`config.mk`:
```
export PLATFORM = sky130hd
export DESIGN_NAME = boreal_digest_engine
export DESIGN_NICKNAME = d
export VERILOG_FILES = /design/src/rtl/boreal_digest_engine.sv
export SDC_FILE = /design/constraint.sdc
export NUM_CORES = 1
export LEC_CHECK = 0
export CAP_MARGIN = 10
export CORE_MARGIN = 2
export CORE_UTILIZATION = 45
export CTS_BUF_LIST = sky130_fd_sc_hd__clkbuf_16
export CTS_CLUSTER_SIZE = 28
export DETAILED_ROUTE_END_ITERATION = 10
export GPL_ROUTABILITY_DRIVEN = 0
export PLACE_DENSITY = 0.67
export SLEW_MARGIN = 40
export SYNTH_ARGS = -nofsm -noshare
export SYNTH_HDL_FRONTEND = slang
export SYNTH_SLANG_ARGS = --single-unit
```
`constraint.sdc`:
```
create_clock -name clk -period 5.15 [get_ports clk]
set_input_delay 1.03 -clock clk [delete_from_list [all_inputs] [get_ports clk]]
set_output_delay 1.03 -clock clk [all_outputs]
set_load 0.01 [all_outputs]
```
`src/rtl/boreal_digest_engine.sv`:
```
`default_nettype none
// ============================================================================
// Module      : boreal_digest_engine
// Description : Multi-cycle 32-bit running digest for the boot-ROM hash
//               interface. Each accepted word is mixed into the digest over
//               ROUNDS cycles, one round per cycle. The engine reports
//               readiness with a registered handshake and keeps a sticky
//               protocol-error flag.
// Ports       : clk        - single clock; state updates on the rising edge
//               rst        - asynchronous active-high reset
//               start      - pulse; reloads the digest with IV, clears count/err
//               update     - pulse; absorb data_in when ready
//               data_in    - word to absorb (sampled only on accepted update)
//               hash_out   - registered digest
//               ready      - registered; high when an update can be accepted
//               word_count - words absorbed since the last start (wraps)
//               err        - sticky protocol-error flag
// Revision    : 1.0 - initial release
// ============================================================================
module boreal_digest_engine #(
    parameter int unsigned ROUNDS = 4,
    parameter logic [31:0] IV     = 32'h6A09E667,
    parameter logic [31:0] KBASE  = 32'h9E3779B9
) (
    input  logic        clk,
    input  logic        rst,
    input  logic        start,
    input  logic        update,
    input  logic [31:0] data_in,
    output logic [31:0] hash_out,
    output logic        ready,
    output logic [15:0] word_count,
    output logic        err
);

    localparam logic [1:0] c_st_uninit = 2'd0;
    localparam logic [1:0] c_st_ready  = 2'd1;
    localparam logic [1:0] c_st_busy   = 2'd2;

    logic [1:0]  r_state;
    logic [31:0] r_hash;     // published digest
    logic [31:0] r_h;        // working digest while a word is in flight
    logic [31:0] r_w;        // latched input word
    logic [3:0]  r_round;    // current round index, 0..ROUNDS-1
    logic        r_ready;
    logic [15:0] r_count;
    logic        r_err;

    logic [31:0] w_k;
    logic [31:0] w_t;
    logic [31:0] w_h_next;
    logic        w_last;

    // One mixing round: t = (H ^ W) + K_r, H' = rotl(t,5) ^ (t >> 3)
    assign w_k      = KBASE + {28'd0, r_round};
    assign w_t      = (r_h ^ r_w) + w_k;
    assign w_h_next = {w_t[26:0], w_t[31:27]} ^ (w_t >> 3);
    assign w_last   = (r_round == 4'(ROUNDS - 1));

    always_ff @(posedge clk or posedge rst) begin
        if (rst) begin
            r_state <= c_st_uninit;
            r_hash  <= 32'd0;
            r_h     <= 32'd0;
            r_w     <= 32'd0;
            r_round <= 4'd0;
            r_ready <= 1'b0;
            r_count <= 16'd0;
            r_err   <= 1'b0;
        end else if (start) begin
            // start has priority in every state: any word in flight is
            // discarded and a coincident update is silently dropped.
            r_state <= c_st_ready;
            r_hash  <= IV;
            r_h     <= IV;
            r_round <= 4'd0;
            r_ready <= 1'b1;
            r_count <= 16'd0;
            r_err   <= 1'b0;
        end else begin
            case (r_state)
                c_st_uninit: begin
                    if (update) begin
                        r_err <= 1'b1;
                    end
                end
                c_st_ready: begin
                    if (update) begin
                        r_w     <= data_in;
                        r_h     <= r_hash;
                        r_round <= 4'd0;
                        r_ready <= 1'b0;
                        r_state <= c_st_busy;
                    end
                end
                c_st_busy: begin
                    // An update here is a protocol error; the word in
                    // flight continues untouched.
                    if (update) begin
                        r_err <= 1'b1;
                    end
                    r_h <= w_h_next;
                    if (w_last) begin
                        r_hash  <= w_h_next;
                        r_count <= r_count + 16'd1;
                        r_ready <= 1'b1;
                        r_state <= c_st_ready;
                    end else begin
                        r_round <= r_round + 4'd1;
                    end
                end
                default: begin
                    r_state <= c_st_uninit;
                    r_ready <= 1'b0;
                end
            endcase
        end
    end

    assign hash_out   = r_hash;
    assign ready      = r_ready;
    assign word_count = r_count;
    assign err        = r_err;

endmodule
`default_nettype wire

```
==> run metrics <==
Final period util=68.9%; die extent in x=132 um; Critical Path RT=5.47 ns; PwrDens=491 nW/um^2; CTS resizes=0; Hold Crit Class=reg -> reg; die height=132 um; Arr. time, crit path=3.87 ns; CTS tree=built; first-pass GRT wire length=31800 um; Top FF cell, synth=dfrtp_1; Ys Warns=0; Synth async-reset ratio=100%; initial antenna violation count=0; WL met3=1120 um; vias in the first global route=6027; #FFs+latches synth=119; critical path class=reg -> reg; Syn Inst Count=791; Syn-to-layout area delta=21.9%; synth unique cells=63; Diodes inserted=0; Max transition margin=47.8%; Critical Path End Type=flip-flop; fin area=8960 um^2; Hold Fails Final Rpt=0; Die Area=17400 um^2; Startpoint Class=flip-flop; dpl hpwl=13600 um; critical register-to-register path startpoint=r_w[1]; fin nets=934; placed cells=1064; wire per inst=17.7 um; H-Tree Level Count=4; commonest non-fill, non-tap cells in the layout=nand2_1 (119), dfrtp_1 (119), clkdlybuf4s50_1 (84), nor2_1 (63), xnor2_1 (52); dpl cell area=8410 um^2; Total Power=4400 uW; CTS root buffer=clkbuf_16; Worst VDD drop=0.294 mV; Initial Util=46.1%; Iter 0 DRT Violations=422; uppermost routed layer=met4; Detail Route met2 WL=8890 um; Finished Layout Cells=1096; R2R setup slack=1.60 ns; FF-to-FF End=r_h[22]; hold path cells=2; Filler Cell Count=1435; Hold Path Sink=err; total gr overflow=0; GR Util All Layers=23.2%; FP Rows=46; number of max-cap violations=0; Vias=6065; minimum clock period after layout=3.55 ns; Residual DRC=0; setup TNS=0 ns; M1 wire length=9040 um; layout cell share with drive strength beyond 1=12.0%; drt total wl=19400 um; Setup WS post-layout=1.60 ns; worst-path fanout max=3; I/O Buffers=85; clk_lat worst skew=0.42 ns; post-synth net total=858; Slew Viols, Final=0; largest net degree at the start of global routing=61; hold_buf cts=0; status=finished clean; vias per cell=5.53; core area=15900 um^2; Bufs on Longest Clock Path=2; I/O pins=86; CTS sink cnt=119; Post-synth EDFFs=0; clock skew=0.00760 ns; part of the Yosys area used for sequential elements=40.5%; Post-DRT Antenna Nets=0; worst-margin pin slew=0.783 ns; worst reg2reg path depth=14; P_leak=0.00378 uW; Detailed Routing Iterations Pass 1=4; mapped cell area=7350 um^2; CTS buffer count=17; unrepaired setup endpoints after global routing=no; final number of setup-violating endpoints=0; dpl ws=1.64 ns; Clock Pin Slew Worst Setup and Hold Paths=0.05 ns; Max Clk Rate=0.282 GHz; Mapped Avg Cell Area=9.29 um^2; startpoint of the lowest-slack hold path=err; post-CTS setup buffers=0
## critical path: stages, from the launching register on
cell	delay, ns
dfrtp_1	0.38
xor2_1	0.16
ha_1	0.28
ha_1	0.16
inv_1	0.05
fa_1	0.39
nand2b_1	0.16
a21oi_1	0.25
a221o_1	0.25
a41oi_1	0.22
o211a_1	0.28
a211oi_2	0.34
xor2_1	0.22
nor2_1	0.06
a311oi_1	0.26
## cell usage after synthesis (all sizes together) (2+ instances only)
cell | number | area, um^2
or2 | 5 | 31.3
nor3 | 13 | 65.1
and3 | 9 | 56.3
o31ai | 2 | 15.0
or3 | 7 | 43.8
xor2 | 47 | 434
ha | 30 | 375
mux2i | 3 | 30.0
dfrtp | 119 | 2980
a211oi | 8 | 65.1
a311oi | 8 | 70.1
inv | 30 | 113
nand2b | 3 | 18.8
buf | 4 | 25.0
nand3 | 32 | 160
clkbuf | 34 | 128
o211ai | 9 | 86.3
a21o | 18 | 135
a32oi | 3 | 26.3
a31oi | 3 | 18.8
a21boi | 3 | 22.5
o21ai | 26 | 130
a221o | 3 | 30.0
o21bai | 3 | 22.5
nand4 | 13 | 81.3
nand2 | 120 | 453
xnor2 | 53 | 472
and4 | 2 | 21.3
mux2 | 32 | 360
a31o | 5 | 43.8
nor4 | 4 | 25.0
nor2 | 65 | 251
o21a | 4 | 30.0
nor2b | 3 | 18.8
a41oi | 4 | 80.1
xnor3 | 4 | 90.1
a21oi | 51 | 263
## power by group
group          internal [uW]  total, uW  switching (uW)
Combinational            890       2220            1330
Sequential              1020       1090            73.7
Clock                    653       1090             435
Total                   2560       4400            1840
## layout make-up
class                   count  area, um^2  area share (%)
clock buffers              17         425            4.75
clock inverters            15         116            1.30
inverters                  30         118            1.31
multi-input cells         604        4130            46.1
flip-flops and latches    119        2980            33.2
well taps                 216         270            3.02
repair buffers             95         921            10.3
## worst max-delay path by stage
| stage | start | endpoint | slack (ns) |
|---|---|---|---|
| 6_report | r_w[1] | r_h[22] | 1.60 |
| 5_1_grt | r_w[1] | r_h[22] | 1.35 |
| 4_1_cts | r_w[1] | r_h[22] | 1.63 |
| 3_5_place_dp | r_w[1] | r_h[22] | 1.64 |
| 3_3_place_gp | r_w[1] | r_h[0] | 1.69 |
| 2_1_floorplan | rst | err | 0.96 |
## state kept, by name (all words and copies together), names as in the netlist
name and cells:
r_round 4, word_count 16, r_h 32, err 1, r_w 32, r_state 2, hash_out 32
## stage by stage
step / util (%) / hold slack, ns
finish: 56.2 / 0.506
global route: 56.2 / 0.548
CTS: 56.2 / 0.514
detailed placement: 52.8 / 0.501
global placement: 52.8 / 0.489
floorplan: - / 0.501
## per-layer routing
metal,vias to the layer above,GRT usage (%)
met4,0,7.25
met5,-,0
met1,2962,31.5
met3,29,6.34
li1,2902,-
met2,172,36.4
## cell families after synthesis
family / count (synthesis) / synth area share, %
simple gates: 279 / 17.0
xor+xnor: 104 / 13.5
fa+ha+maj: 31 / 5.38
mux: 35 / 5.31
buf+inv: 68 / 3.61
compound gates: 155 / 14.7
flops: 119 / 40.5
Note: power is estimated with default switching activity, not from simulation.
